### src/rtl/spi_pkg.sv
// Shared types and constants for the SPI slave front end.
package spi_pkg;

    localparam int SPI_BYTE_W = 8;
    localparam int SPI_CNT_W  = 3;

    localparam logic [SPI_BYTE_W-1:0] IDLE_BYTE_DEFAULT = 8'h00;

    typedef enum logic {
        SPI_IDLE   = 1'b0,
        SPI_ACTIVE = 1'b1
    } spi_state_e;

endpackage

### src/rtl/spi_slave_if_if.sv
// Pad-side SPI signals plus the byte-level RX/TX strobes of the slave front end.
interface spi_slave_if_if;
    import spi_pkg::*;

    logic                  spi_sck;
    logic                  spi_cs_n;
    logic                  spi_mosi;
    logic                  spi_miso;
    logic                  spi_miso_oe;

    // rx_dv and tx_dv are single-cycle valid strobes with no ready: the receiving
    // side must take rx_byte/tx_byte in the very cycle its strobe is high.
    logic                  rx_dv;
    logic [SPI_BYTE_W-1:0] rx_byte;
    logic                  tx_dv;
    logic [SPI_BYTE_W-1:0] tx_byte;

    modport slave (
        input  spi_sck, spi_cs_n, spi_mosi, tx_dv, tx_byte,
        output spi_miso, spi_miso_oe, rx_dv, rx_byte
    );

    modport master (
        output spi_sck, spi_cs_n, spi_mosi, tx_dv, tx_byte,
        input  spi_miso, spi_miso_oe, rx_dv, rx_byte
    );

endinterface

### src/rtl/spi_sync_bit.sv
// Multi-flop synchroniser for one asynchronous input, resetting to a chosen idle level.
module spi_sync_bit #(
    parameter logic RST_VAL = 1'b0,
    parameter int   STAGES  = 2
) (
    input  logic i_clk,
    input  logic i_rstn,
    input  logic d,
    output logic q
);

    logic [STAGES-1:0] ff;

    always_ff @(posedge i_clk or negedge i_rstn) begin
        if (!i_rstn) begin
            ff <= {STAGES{RST_VAL}};
        end else begin
            ff <= {ff[STAGES-2:0], d};
        end
    end

    assign q = ff[STAGES-1];

endmodule

### src/rtl/spi_slave_if.sv
// SPI slave (CPHA=0, selectable CPOL): oversampled pins, byte deserialiser, response serialiser.
module spi_slave_if
    import spi_pkg::*;
#(
    parameter logic                  CPOL        = 1'b0,
    parameter int                    SYNC_STAGES = 2,
    parameter logic [SPI_BYTE_W-1:0] IDLE_BYTE   = IDLE_BYTE_DEFAULT
) (
    input  logic           i_clk,
    input  logic           i_rstn,
    spi_slave_if_if.slave  bus,
    output logic           o_cs_active,
    output logic           o_frame_abort,
    output logic           o_tx_overrun,
    output spi_state_e     o_state
);

    localparam int FLUSH = SYNC_STAGES + 1;
    localparam int FW    = $clog2(FLUSH + 1);

    logic sck_s, cs_n_s, mosi_s;
    logic sck_q, cs_n_q;
    logic [FW-1:0] flush_cnt;
    logic armed, sck_edge, sck_lead, sck_trail, cs_fall, cs_rise;

    spi_state_e state_q, state_d;
    logic miso_oe, do_start, do_stop, do_sample, do_shift, do_load;

    logic [SPI_CNT_W-1:0]  bit_cnt;
    logic [6:0]            rx_shift;
    logic [SPI_BYTE_W-1:0] rx_next;
    logic [SPI_BYTE_W-1:0] rx_byte_q;
    logic                  rx_dv_q;
    logic [SPI_BYTE_W-1:0] tx_shift;
    logic [SPI_BYTE_W-1:0] hold;
    logic                  hold_valid;
    logic                  abort_q, ovr_q;

    spi_sync_bit #(.RST_VAL(CPOL), .STAGES(SYNC_STAGES)) u_sync_sck (
        .i_clk(i_clk), .i_rstn(i_rstn), .d(bus.spi_sck), .q(sck_s)
    );
    spi_sync_bit #(.RST_VAL(1'b1), .STAGES(SYNC_STAGES)) u_sync_cs (
        .i_clk(i_clk), .i_rstn(i_rstn), .d(bus.spi_cs_n), .q(cs_n_s)
    );
    spi_sync_bit #(.RST_VAL(1'b0), .STAGES(SYNC_STAGES)) u_sync_mosi (
        .i_clk(i_clk), .i_rstn(i_rstn), .d(bus.spi_mosi), .q(mosi_s)
    );

    // Edges are masked until the synchroniser has flushed its reset value, so a CS
    // held low across reset is not mistaken for a fresh falling edge.
    always_ff @(posedge i_clk or negedge i_rstn) begin
        if (!i_rstn) begin
            sck_q     <= CPOL;
            cs_n_q    <= 1'b1;
            flush_cnt <= '0;
        end else begin
            sck_q  <= sck_s;
            cs_n_q <= cs_n_s;
            if (flush_cnt != FW'(FLUSH)) begin
                flush_cnt <= flush_cnt + FW'(1);
            end
        end
    end

    assign armed     = (flush_cnt == FW'(FLUSH));
    assign sck_edge  = armed & (sck_s ^ sck_q);
    assign sck_lead  = sck_edge & (sck_s != CPOL);
    assign sck_trail = sck_edge & (sck_s == CPOL);
    assign cs_fall   = armed & cs_n_q & ~cs_n_s;
    assign cs_rise   = armed & ~cs_n_q & cs_n_s;

    always_ff @(posedge i_clk or negedge i_rstn) begin
        if (!i_rstn) begin
            state_q <= SPI_IDLE;
        end else begin
            state_q <= state_d;
        end
    end

    always_comb begin
        state_d = state_q;
        case (state_q)
            SPI_IDLE:   if (cs_fall) state_d = SPI_ACTIVE;
            SPI_ACTIVE: if (cs_rise) state_d = SPI_IDLE;
            default:    state_d = SPI_IDLE;
        endcase
    end

    // A CS rise outranks any SCK edge detected in the same cycle.
    always_comb begin
        miso_oe   = 1'b0;
        do_start  = 1'b0;
        do_stop   = 1'b0;
        do_sample = 1'b0;
        do_shift  = 1'b0;
        case (state_q)
            SPI_IDLE: begin
                do_start = cs_fall;
            end
            SPI_ACTIVE: begin
                miso_oe   = 1'b1;
                do_stop   = cs_rise;
                do_sample = ~cs_rise & sck_lead;
                do_shift  = ~cs_rise & sck_trail;
            end
            default: ;
        endcase
    end

    assign do_load = do_start | (do_shift & (bit_cnt == '0));
    assign rx_next = {rx_shift, mosi_s};

    always_ff @(posedge i_clk or negedge i_rstn) begin
        if (!i_rstn) begin
            bit_cnt   <= '0;
            rx_shift  <= '0;
            rx_byte_q <= '0;
            rx_dv_q   <= 1'b0;
            tx_shift  <= '0;
            abort_q   <= 1'b0;
        end else begin
            rx_dv_q <= 1'b0;
            abort_q <= 1'b0;
            if (state_q == SPI_IDLE) begin
                bit_cnt <= '0;
            end
            if (do_stop) begin
                bit_cnt  <= '0;
                tx_shift <= '0;
                abort_q  <= (bit_cnt != '0);
            end
            if (do_sample) begin
                rx_shift <= rx_next[6:0];
                bit_cnt  <= bit_cnt + SPI_CNT_W'(1);
                if (bit_cnt == SPI_CNT_W'(7)) begin
                    rx_byte_q <= rx_next;
                    rx_dv_q   <= 1'b1;
                end
            end
            if (do_load) begin
                tx_shift <= hold_valid ? hold : IDLE_BYTE;
            end else if (do_shift) begin
                tx_shift <= {tx_shift[SPI_BYTE_W-2:0], 1'b0};
            end
        end
    end

    // A strobe coinciding with a boundary load is kept for the following byte.
    always_ff @(posedge i_clk or negedge i_rstn) begin
        if (!i_rstn) begin
            hold       <= '0;
            hold_valid <= 1'b0;
            ovr_q      <= 1'b0;
        end else begin
            ovr_q <= bus.tx_dv & hold_valid & ~do_load;
            if (bus.tx_dv) begin
                hold       <= bus.tx_byte;
                hold_valid <= 1'b1;
            end else if (do_load | do_stop) begin
                hold_valid <= 1'b0;
            end
        end
    end

    assign bus.spi_miso    = tx_shift[SPI_BYTE_W-1];
    assign bus.spi_miso_oe = miso_oe;
    assign bus.rx_dv       = rx_dv_q;
    assign bus.rx_byte     = rx_byte_q;
    assign o_cs_active     = ~cs_n_s;
    assign o_frame_abort   = abort_q;
    assign o_tx_overrun    = ovr_q;
    assign o_state         = state_q;

endmodule
### src/flat_wrapper.sv
// flat-port wrapper written by rule: the top's interface ports become plain ports
module spi_slave_if_flat import spi_pkg::*;
#(
    parameter logic                  CPOL        = 1'b0,
    parameter int                    SYNC_STAGES = 2,
    parameter logic [SPI_BYTE_W-1:0] IDLE_BYTE   = IDLE_BYTE_DEFAULT
)
  (i_clk, i_rstn, o_cs_active, o_frame_abort, o_tx_overrun, o_state, bus_spi_sck, bus_spi_cs_n, bus_spi_mosi, bus_tx_dv, bus_tx_byte, bus_spi_miso, bus_spi_miso_oe, bus_rx_dv, bus_rx_byte);
  spi_slave_if_if bus_i ();
  input  logic i_clk;
  input  logic i_rstn;
  output logic o_cs_active;
  output logic o_frame_abort;
  output logic o_tx_overrun;
  output spi_state_e o_state;
  input wire logic [$bits(bus_i.spi_sck)-1:0] bus_spi_sck;
  input wire logic [$bits(bus_i.spi_cs_n)-1:0] bus_spi_cs_n;
  input wire logic [$bits(bus_i.spi_mosi)-1:0] bus_spi_mosi;
  input wire logic [$bits(bus_i.tx_dv)-1:0] bus_tx_dv;
  input wire logic [$bits(bus_i.tx_byte)-1:0] bus_tx_byte;
  output wire logic [$bits(bus_i.spi_miso)-1:0] bus_spi_miso;
  output wire logic [$bits(bus_i.spi_miso_oe)-1:0] bus_spi_miso_oe;
  output wire logic [$bits(bus_i.rx_dv)-1:0] bus_rx_dv;
  output wire logic [$bits(bus_i.rx_byte)-1:0] bus_rx_byte;
  assign bus_i.spi_sck = bus_spi_sck;
  assign bus_i.spi_cs_n = bus_spi_cs_n;
  assign bus_i.spi_mosi = bus_spi_mosi;
  assign bus_i.tx_dv = bus_tx_dv;
  assign bus_i.tx_byte = bus_tx_byte;
  assign bus_spi_miso = bus_i.spi_miso;
  assign bus_spi_miso_oe = bus_i.spi_miso_oe;
  assign bus_rx_dv = bus_i.rx_dv;
  assign bus_rx_byte = bus_i.rx_byte;
  spi_slave_if #(.CPOL(CPOL), .SYNC_STAGES(SYNC_STAGES), .IDLE_BYTE(IDLE_BYTE)) u_core (.i_clk(i_clk), .i_rstn(i_rstn), .bus(bus_i), .o_cs_active(o_cs_active), .o_frame_abort(o_frame_abort), .o_tx_overrun(o_tx_overrun), .o_state(o_state));
endmodule
### config.mk
export PLATFORM = sky130hd
export DESIGN_NAME = spi_slave_if_flat
export DESIGN_NICKNAME = d
export VERILOG_FILES = /design/src/rtl/spi_pkg.sv /design/src/rtl/spi_slave_if_if.sv /design/src/rtl/spi_sync_bit.sv /design/src/rtl/spi_slave_if.sv /design/src/flat_wrapper.sv
export SDC_FILE = /design/constraint.sdc
export NUM_CORES = 1
export LEC_CHECK = 0
export CORE_AREA = 2 2 79 81
export CTS_CLUSTER_SIZE = 28
export DETAILED_ROUTE_END_ITERATION = 7
export DIE_AREA = 0 0 81 83
export HOLD_SLACK_MARGIN = 0.12
export SLEW_MARGIN = 20
export SYNTH_ARGS = -nofsm -noshare
export SYNTH_HDL_FRONTEND = slang
export SYNTH_SLANG_ARGS = --single-unit
### constraint.sdc
create_clock -name i_clk -period 3.7 [get_ports i_clk]
set_input_delay 0.74 -clock i_clk [delete_from_list [all_inputs] [get_ports i_clk]]
set_output_delay 0.74 -clock i_clk [all_outputs]
set_load 0.05 [all_outputs]
# After elaboration in Yosys (flattened, before gate mapping)
# Cells that the tools add are included.
# totals
input_bits	14
ramBits	0
mem_bits_ro	0
elab_cells	68
mem_count	0
reg_bits	49
latch_bits	0
out_inout_bits	15
# op_classes
div_mod_pow	0
n_eq_ne	4
n_mux	20
reduce_logical	5
n_addsub	2
n_lt_le_gt_ge	0
shifts	0
n_bitwise	21
n_mul	0
# op_table
operator	n
8-bit two-way mux	4
1-bit bitwise AND	12
1-bit two-way mux	12
3-bit two-way mux	3
1-bit inverter	6
3-bit nonzero test	2
3-bit by 1-bit adder with 3-bit output, second input constant	1
3-bit equality test, second input constant	1
3-bit zero test	1
3-bit != test, second input constant	1
2-bit by 1-bit adder with 2-bit output, second input constant	1
2-bit equality test, second input constant	1
2-bit != test, second input constant	1
1-bit bitwise OR	2
1-bit case mux with 2 select lines	1
2-bit AND reduction	1
2-bit nonzero test	1
1-bit bitwise XOR	1

# Logic depth before layout (Yosys ltp)
# Gate-level depths: netlist of the first run.
# logic_depth
word_depth	11
mapped_depth	6
depth_no_buf	5

# Cells and area by module
# From an unflattened synthesis of the first run, not the netlist that was laid out.
# unflattened
hier_cells	143
hier_area_um2	1994.4
# modules_own_cells
module	area_each_um2	cells_per_inst	seq_area_each_um2	instances
spi_slave_if	1841.8	137	1077.3	1
spi_sync_bit (u_core.u_sync_mosi ...)	50.0	2	50.0	2
spi_sync_bit (u_core.u_sync_cs)	52.6	2	52.6	1

# Least setup slack after synthesis of the first run
# No wires, ideal clock.
# synth_path
path_kind	flip-flop to flip-flop
start	register u_core.state_q (netlist: u_core.o_state)
end	register u_core.hold_valid
n_path_buf	0
setup_ps	120
required_ps	3580
period_less_slack_ps	1821
arrival_ps	1701
stages_incl_launch_ff	5
path_slack_ps	1879
path_cell_list	dfrtp_1 -> nand2_2 -> nor4b_4 -> a21boi_4 -> a31o_1
# synth_via
elab_chain_cells	5
word_cells_on_any_way	7
classes_between	3 x mux; 3 x bitwise; 1 x reduce/logical
# synth_lines
item	line	text
from (decl)	spi_slave_if.sv:26	spi_state_e state_q, state_d;
from (signal assigned)	spi_slave_if.sv:76	state_q <= state_d;
1-bit two-way mux	spi_slave_if.sv:96	case (state_q)
1-bit bitwise AND	spi_slave_if.sv:110	assign do_load = do_start | (do_shift & (bit_cnt == '0));
1-bit bitwise OR	spi_slave_if.sv:110	
1-bit bitwise OR (*)	spi_slave_if.sv:159	end else if (do_load | do_stop) begin
2-bit nonzero test (no source line) (*)	-	
to (signal assigned)	spi_slave_if.sv:152	hold_valid <= 1'b0;
to (signal assigned)	spi_slave_if.sv:158	hold_valid <= 1'b1;
to (signal assigned)	spi_slave_if.sv:160	hold_valid <= 1'b0;
to (decl)	spi_slave_if.sv:36	logic hold_valid;
# Mark *: on every way between the ends. The rest lies on a longest branch, timed or not.
# A chain may end at the register's enable or synchronous reset.

# Worst setup path after layout of the first run
# layout_path
start	register u_core.state_q (netlist: u_core.o_state)
end	output port bus_spi_miso_oe
# layout_via
elab_chain_cells	1
# layout_lines
item	line	text
1-bit two-way mux	spi_slave_if.sv:96	
to (decl)	flat_wrapper.sv:22	output wire logic [$bits(bus_i.spi_miso_oe)-1:0] bus_spi_miso_oe;
# Every way passes these cells.

==> results of run 1 <==
per-stage QoR:
step | worst slack, ns | instance area [µm²] | cells
2_1_floorplan | 1.88 | 1980 | 145
3_3_place_gp | 1.53 | 2330 | 243
3_5_place_dp | 1.46 | 2330 | 243
4_1_cts | 1.27 | 2440 | 251
5_1_grt | 1.20 | 2440 | 251
6_report | 1.28 | 2440 | 251
sequential cells by signal (all words and copies together) (netlist names):
signal / cells
u_core.bit_cnt: 3
u_core.bus.rx_byte: 8
u_core.bus.rx_dv: 1
u_core.cs_n_q: 1
u_core.flush_cnt: 2
u_core.hold: 8
u_core.hold_valid: 1
u_core.o_frame_abort: 1
u_core.o_state: 1
u_core.o_tx_overrun: 1
u_core.rx_shift: 7
u_core.sck_q: 1
u_core.tx_shift: 8
u_core.u_sync_cs.ff: 2
u_core.u_sync_mosi.ff: 2
u_core.u_sync_sck.ff: 2
Yosys cell counts, drive strengths merged, types with 3 or more instances:
library cell / n
a22o: 3
buf: 4
ha: 4
inv: 12
mux2: 25
nand2: 11
dfstp: 3
nor2b: 3
o221ai: 7
nor2: 4
nand4: 7
dfrtp: 46
cell families (layout without fill, tap and decap cells):
family	after synthesis	count (layout)	synth area share, %
mux	25	25	14.2
fa+ha+maj	4	4	2.53
flops	49	49	62.1
xor+xnor	1	1	0.442
buf+inv	17	48	3.53
compound gates	16	16	7.07
simple gates	33	33	10.2
report_power, final:
part,internal (mW),switching (mW)
Sequential,0.600,0.0432
Clock,0.203,0.171
Combinational,0.0785,0.0802
worst reg2reg max path, delay by kind of cell (launching register included):
| family | cells | cell delay, ns |
|---|---|---|
| fa+ha+maj | 1 | 0.34 |
| flops | 1 | 0.37 |
| mux | 1 | 0.34 |
| simple gates | 3 | 1.06 |
final timing paths:
kind                                                    from                                 to  slack, ns  cells after the start
min reg2reg                u_core.u_sync_sck.ff[0]$_DFF_PN0_  u_core.u_sync_sck.ff[1]$_DFF_PN0_       0.36                      0
max                                 u_core.o_state$_DFF_PN0_                    bus_spi_miso_oe       1.28                      1
max reg2reg                  u_core.flush_cnt[0]$_DFFE_PN0P_  u_core.bus.rx_byte[1]$_DFFE_PN0P_       1.48                      5
max in group asynchronous                             i_rstn         u_core.hold[1]$_DFFE_PN0P_       2.84                      1
min                        u_core.u_sync_sck.ff[0]$_DFF_PN0_  u_core.u_sync_sck.ff[1]$_DFF_PN0_       0.36                      0
min in group asynchronous                             i_rstn         u_core.hold[7]$_DFFE_PN0P_       0.46                      1
metal layers:
layer  vias up  global-route usage (%)
met5         -                       0
met3         4                    3.37
met1       591                    14.2
li1        569                       -
met4         0                    5.08
met2        34                    17.0
area by class of cell:
| cell class | count | area, µm² |
|---|---|---|
| clock buffer | 6 | 72.6 |
| clock inverter | 2 | 38.8 |
| fill | 567 | 3380 |
| inverter | 12 | 45.0 |
| multi-input combinational | 79 | 682 |
| sequential | 49 | 1230 |
| tap | 75 | 93.8 |
| timing repair buffer | 28 | 278 |
==> out/results.txt, run 1 <==
Initial Util: 34.1%
Post-synth EDFFs: 0
layout cells sized above 1: 24.4%
post-layout util: 42.0%
Clock Path Buffers: 2
worst vdd ir: 0.245 mV
std cell rows: 28
HPWL after DPL: 2290 µm
Peak Freq: 0.413 GHz
GRT Total Usage: 11.1%
kind of critical path: flop to primary output
met2 wire length: 1680 µm
largest net degree at the start of global routing: 50
status: finished clean
H-Tree Depth: 2
worst slew pin tran: 0.737 ns
yosys warns: 0
DR vias: 1198
CP required: 2.96 ns
post-layout power: 1.18 mW
vias in the first global route: 1295
Setup Fix Bufs, Post-CTS: 0
Final Wtd Congestion: 0.747
critical path launch point type: flop
clock transition at the registers of the reported paths: 0.09 ns
grt ovf: 0
pwr/cell area: 482 mW/mm²
Clock Latency Late Sink: 0.29 ns
commonest non-fill, non-tap cell in the layout: dfrtp_1
Yosys cell types: 32
leakage: 1.10 nW
setup TNS: 0 ns
clock sinks: 49
post-route minimum period: 2.42 ns
CORE AREA: 0.00582 mm²
Antenna Nets Post-Route: 0
die area: 0.00672 mm²
final setup vio count: 0
diode count: 0
slowest cell delay on critical path: 0.87 ns
Max FO, Critical Path: 10
Syn Nets: 163
Die Width: 81 µm
die extent in y: 83 µm
Synth Flop Type: dfrtp_1
top routing layer used: met4
total CTS buffers: 5
initial antenna violation count: 0
fin crit share: 65.4%
# resized after CTS: 0
aggregate routed wire length: 3440 µm
RSZ-0062 raised after global routing: no
CTS tree: yes
critical path's slowest cell: clkdlybuf4s50_1
initial DRC count: 63
Worst EP arrival: 1.68 ns
Syn Inst Count: 145
number of vias per cell: 4.77
final hold violations: 0
drt wl/cell: 13.7 µm
post-route clock skew: 0.00652 ns
Synth Cell Area: 0.00198 mm²
DRC violations left: 0
Setup crit end kind: primary output
fraction of registers with async set/reset: 100%
Worst slew margin: 50.7%
WL met1: 1520 µm
WHS: 0.356 ns
Maximum Capacitance Violations: 0
IO Port Bufs: 28
largest cells by area after synthesis: dfrtp_1, mux2_2, dfstp_2
most frequent cells in the layout: dfrtp_1, clkdlybuf4s50_1, mux2_2
first drt pass iteration count: 4
#FFs+latches synth: 49
Hold/Removal Path Class: flop to flop
root buffer cell: clkbuf_8
CP Cell Sequence: clkdlybuf4s50_1
pins over their slew limit: 0
first-pass GRT wire length: 5800 µm
top-area cell type share of the netlist area: 58.1%
hold buffer count at cts: 0
DR WL met3: 202 µm
Area growth syn-to-layout: 23.1%
post-layout net count: 193
I/O pins: 29
Top delay family on crit path: buffers and inverters
CP Buf/Inv Count: 1
Yosys top cell by area: dfrtp_1
sequential fraction of the synthesis area: 62.1%
Avg Cell Area, Syn: 13.7 µm²
Note: power is estimated with default switching activity, not from simulation.
==> run 2: changes to the inputs <==
==> constraint.sdc (replaced) <==
create_clock -name i_clk -period 2.55 [get_ports i_clk]
set_input_delay 0.51 -clock i_clk [delete_from_list [all_inputs] [get_ports i_clk]]
set_output_delay 0.51 -clock i_clk [all_outputs]
set_load 0.05 [all_outputs]
==> out/results.txt, run 2 (same netlist as run 1, synthesis figures left out) <==
slowest cell delay on critical path: 0.86 ns (was 0.87 ns)
first drt pass iteration count: 6 (was 4)
commonest non-fill, non-tap cell in the layout: dfrtp_1 (unchanged)
Post-Place Cell Area: 0.00235 mm² (was 0.00233 mm²)
Top delay family on crit path: buffers and inverters (unchanged)
H-Tree Depth: 2 (unchanged)
Area growth syn-to-layout: 25.1% (was 23.1%)
CTS tree: yes (unchanged)
Initial Util: 34.1% (unchanged)
clock sinks: 49 (unchanged)
Worst slew margin: 62.6% (was 50.7%)
fin area: 0.00248 mm² (was 0.00244 mm²)
Worst EP arrival: 1.67 ns (was 1.68 ns)
CP Buf/Inv Count: 1 (unchanged)
layout cells sized above 1: 26.1% (was 24.4%)
initial antenna violation count: 0 (unchanged)
post-layout power: 1.73 mW (was 1.18 mW)
setup ws final: 0.373 ns (was 1.28 ns)
Max FO, Critical Path: 10 (unchanged)
DR vias: 1192 (was 1198)
fin crit share: 85.4%
pwr/cell area: 699 mW/mm² (was 482 mW/mm²)
post-layout net count: 197 (was 193)
die extent in y: 83 µm (unchanged)
Antenna Nets Post-Route: 0 (unchanged)
grt ovf: 0 (unchanged)
I/O pins: 29 (unchanged)
Peak Freq: 0.459 GHz
final setup vio count: 0 (unchanged)
die area: 0.00672 mm² (unchanged)
kind of critical path: flop to primary output (unchanged)
GRT Total Usage: 11.2% (was 11.1%)
status: finished clean (unchanged)
post-route minimum period: 2.18 ns
# resized after CTS: 0 (unchanged)
most frequent cells in the layout: dfrtp_1, clkdlybuf4s50_1, mux2_2 (unchanged)
largest net degree at the start of global routing: 25 (was 50)
CP required: 2.04 ns (was 2.96 ns)
worst vdd ir: 0.312 mV (was 0.245 mV)
IO Port Bufs: 28 (unchanged)
RSZ-0062 raised after global routing: no (unchanged)
pins over their slew limit: 0 (unchanged)
final hold violations: 0 (unchanged)
critical path launch point type: flop (unchanged)
root buffer cell: clkbuf_8 (unchanged)
DRC violations left: 0 (unchanged)
CORE AREA: 0.00582 mm² (unchanged)
total CTS buffers: 5 (unchanged)
Clock Path Buffers: 2 (unchanged)
worst slew pin tran: 0.559 ns (was 0.737 ns)
setup TNS: 0 ns (unchanged)
number of vias per cell: 4.67 (was 4.77)
Maximum Capacitance Violations: 0 (unchanged)
initial DRC count: 36 (was 63)
drt wl/cell: 13.2 µm (was 13.7 µm)
Final Wtd Congestion: 0.757 (was 0.747)
Setup crit end kind: primary output (unchanged)
post-route clock skew: 0.00801 ns (was 0.00652 ns)
Clock Latency Late Sink: 0.30 ns (was 0.29 ns)
WHS: 0.354 ns (was 0.356 ns)
Setup Fix Bufs, Post-CTS: 0 (unchanged)
critical path's slowest cell: clkdlybuf4s50_1 (unchanged)
first-pass GRT wire length: 5840 µm (was 5800 µm)
std cell rows: 28 (unchanged)
diode count: 0 (unchanged)
CP Cell Sequence: clkdlybuf4s50_1 (unchanged)
vias in the first global route: 1269 (was 1295)
FILL cells: 559 (was 567)
leakage: 1.12 nW (was 1.10 nW)
pre-CTS setup slack: 0.658 ns (was 1.46 ns)
Die Width: 81 µm (unchanged)
Hold/Removal Path Class: flop to flop (unchanged)
aggregate routed wire length: 3370 µm (was 3440 µm)
HPWL after DPL: 2440 µm (was 2290 µm)
clock transition at the registers of the reported paths: 0.08 ns (was 0.09 ns)
## run 2: final cells by class
class | count | area, µm² | area share, %
flip-flops and latches | 49 | 1230 | 49.6
multi-input cells | 79 | 682 | 27.5
repair buffers | 32 | 308 | 12.4
well taps | 75 | 93.8 | 3.79
clock buffers | 6 | 82.6 | 3.33
inverters | 12 | 45.0 | 1.82
clock inverters | 2 | 37.5 | 1.51
## run 2: stage by stage
stage          util, %  cells
3_3_place_gp      40.4    246
2_1_floorplan        -    145
3_5_place_dp      40.4    246
6_report          42.6    255
4_1_cts           42.6    255
5_1_grt           42.6    255
## run 2: final timing paths
kind,start,end,slack [ns],cells past startpoint
min in group asynchronous,i_rstn,u_core.flush_cnt[1]$_DFFE_PN0P_,0.57,2
worst max-delay path,u_core.o_state$_DFF_PN0_,bus_spi_miso_oe,0.37,1
max in group asynchronous,i_rstn,u_core.bit_cnt[0]$_DFFE_PN0P_,1.44,3
worst min register to register,u_core.u_sync_sck.ff[0]$_DFF_PN0_,u_core.u_sync_sck.ff[1]$_DFF_PN0_,0.35,0
worst min-delay path,u_core.u_sync_sck.ff[0]$_DFF_PN0_,u_core.u_sync_sck.ff[1]$_DFF_PN0_,0.35,0
worst max register to register,u_core.flush_cnt[0]$_DFFE_PN0P_,u_core.tx_shift[4]$_DFFE_PN0P_,0.67,5
## run 2: what timing repair did
action                                  CTS  global route
hold buffers                              1             0
hold endpoints to repair                  3             0
endpoints found under the setup margin    0             0
## run 2: where the power goes
| group | switching (mW) | total [mW] | internal (mW) |
|---|---|---|---|
| registers | 0.0650 | 0.935 | 0.870 |
| logic | 0.118 | 0.235 | 0.117 |
| clock network | 0.244 | 0.563 | 0.319 |
## run 2: routing by layer
| metal | track usage, % | vias to the layer above | part of all wire, % |
|---|---|---|---|
| met5 | 0 | - | 0 |
| met4 | 3.70 | 0 | 1.4 |
| met3 | 4.02 | 6 | 4.8 |
| met2 | 17.5 | 26 | 49 |
| met1 | 14.5 | 584 | 45 |
| li1 | - | 576 | - |
==> variant, RTL diff (config.mk and constraints of run 2) <==
`SYNC_STAGES` is set to 2 in 2 places; all go to 4.
--- a/src/rtl/spi_slave_if.sv
+++ b/src/rtl/spi_slave_if.sv
@@ -4,5 +4,5 @@
 #(
     parameter logic                  CPOL        = 1'b0,
-    parameter int                    SYNC_STAGES = 2,
+    parameter int                    SYNC_STAGES = 4,
     parameter logic [SPI_BYTE_W-1:0] IDLE_BYTE   = IDLE_BYTE_DEFAULT
 ) (
--- a/src/flat_wrapper.sv
+++ b/src/flat_wrapper.sv
@@ -3,5 +3,5 @@
 #(
     parameter logic                  CPOL        = 1'b0,
-    parameter int                    SYNC_STAGES = 2,
+    parameter int                    SYNC_STAGES = 4,
     parameter logic [SPI_BYTE_W-1:0] IDLE_BYTE   = IDLE_BYTE_DEFAULT
 )
Formal check against the unedited RTL: not equivalent (Yosys sat finds a counterexample within 4 cycles, from zero or initial values and one cycle with i_rstn low).
==> variant against run 2 <==
Area after synthesis is 17% higher; wire length rose by 17%; power is 7.4% higher; critical path type unchanged; cell area rose by 12%; highest routed layer unchanged; sequential cell count is 7 higher; worst setup slack got worse by 0.012 ns; cell count rose by 15%; count of clock-buffer cells in the layout rose by 1; worst hold slack lost 0.17 ns.
==> variant: results (changes against run 2) <==
.. list-table::
   :header-rows: 1

   * - Metric
     - Value
   * - Largest Pwr Group
     - sequential cells
   * - Worst reg2reg path startpoint
     - u_core.flush_cnt[1]$_DFFE_PN0P_
   * - Routed wire per std cell
     - 13.4 um (+1.5%)
   * - Longest individual stage delay on the worst path
     - 0.70 ns (-0.16 ns)
   * - Worst Hold Class
     - in -> async
   * - Root cell of the clock tree
     - sky130_fd_sc_hd__clkbuf_8
   * - TritonRoute pass-1 iters
     - 4 (-2)
   * - Number of unique standard cell types used by synthesis
     - 30 (-6.3%)
   * - Multi-input gates
     - 118 (+49%)
   * - Non-clock buffer total of the final layout
     - 31 (-3.1%)
   * - Filler Cells Inserted
     - 564 (+0.89%)
   * - IR Drop Worst-Case VDD
     - 0.274 mV (-12%)
   * - Multiplexer share of the synthesized area
     - 15.0% (+0.77 points)
   * - Share of synthesized area occupied by flip-flops and latches
     - 60.6% (-1.5 points)
   * - Psw
     - 0.000507 W (+19%)
   * - NumNets Final
     - 237 (+20%)
   * - Post-synthesis share of cell area spent on full adders, half adders and majority gates
     - 2.69% (+0.17 points)
   * - First DRT Iteration DRCs
     - 97 (+170%)
   * - GRT Resource Usage Total
     - 13.3% (+2.0 points)
   * - Fraction of power consumed by sequential logic
     - 57.8% (+3.8 points)
   * - Max Clock Skew
     - 0.00153 ns (-0.00648 ns)
   * - Maximum number of pins on one net before global-route repair
     - 34 (+36%)
   * - Synthesized-area fraction occupied by ao, oa, aoi and oai cells
     - 6.35% (-0.72 points)
   * - Biggest area contributors in the synthesized netlist
     - sky130_fd_sc_hd__dfrtp_1 (55%), sky130_fd_sc_hd__mux2_2 (15%), sky130_fd_sc_hd__dfstp_2 (5.7%)
   * - Worst Setup EP
     - o_cs_active
   * - Synthesized Nets
     - 205 (+26%)
   * - Total number of vias
     - 1446 (+21%)
   * - Share of cells above drive strength 1
     - 24.2% (-1.9 points)
   * - Switch share
     - 27.3% (+2.6 points)
   * - Result of the run
     - completed
   * - Met2 track utilization from global routing
     - 18.7% (+1.2 points)
   * - Xor-xnor portion of the synthesized cell area
     - 0.377% (-0.065 points)
   * - Layout clock buffer count
     - 7 (+1)
   * - Leak Pwr
     - 1.24 nW (+11%)
   * - Met3 WL post-DR
     - 124 um (-23%)
   * - Placed wire-length estimate after detailed placement
     - 2680 um (+9.9%)
   * - Fraction of met1 tracks used by global routing
     - 19.4% (+5.0 points)
   * - Endpoint of the lowest-slack register-to-register path
     - u_core.bus.rx_byte[3]$_DFFE_PN0P_
   * - Register area
     - 1410 um2 (+14%)
   * - Leading cell types by count after synthesis
     - sky130_fd_sc_hd__dfrtp_1 (51), sky130_fd_sc_hd__mux2_2 (30), sky130_fd_sc_hd__nand2_1 (22)
   * - Number of clock sinks seen by CTS
     - 56 (+14%)
   * - Non-clock inverter instance count of the final layout
     - 6 (-6)
   * - Clock buf/inv share
     - 3.05% (-1.8 points)
   * - Fraction of area in multi-input gates
     - 31.1% (+3.6 points)
   * - Worst R2R Path Depth
     - 6 (+1)
-- variant: cell count changes after synthesis, moves of 5 or more --
cell / delta
sky130_fd_sc_hd__nor2_1: +17
sky130_fd_sc_hd__o221ai_1: -7
sky130_fd_sc_hd__a221oi_1: +7
sky130_fd_sc_hd__nand4_1: -6
sky130_fd_sc_hd__mux2_2: +5
sky130_fd_sc_hd__o21ai_0: +9
sky130_fd_sc_hd__dfrtp_1: +5
sky130_fd_sc_hd__inv_1: -6
sky130_fd_sc_hd__nand2_1: +13
-- variant: metrics by stage --
stage / area (um2) / util [%] / setup slack [ns] / cells / hold slack (ns)
after floorplan: 2320 / - / 0.737 / 186 / 0.214
after global placement: 2700 / 46.5 / 0.689 / 286 / 0.334
after detailed placement: 2700 / 46.5 / 0.652 / 286 / 0.335
after CTS: 2790 / 47.9 / 0.341 / 294 / 0.195
after global routing: 2790 / 47.9 / 0.290 / 294 / 0.205
final: 2790 / 47.9 / 0.361 / 294 / 0.184
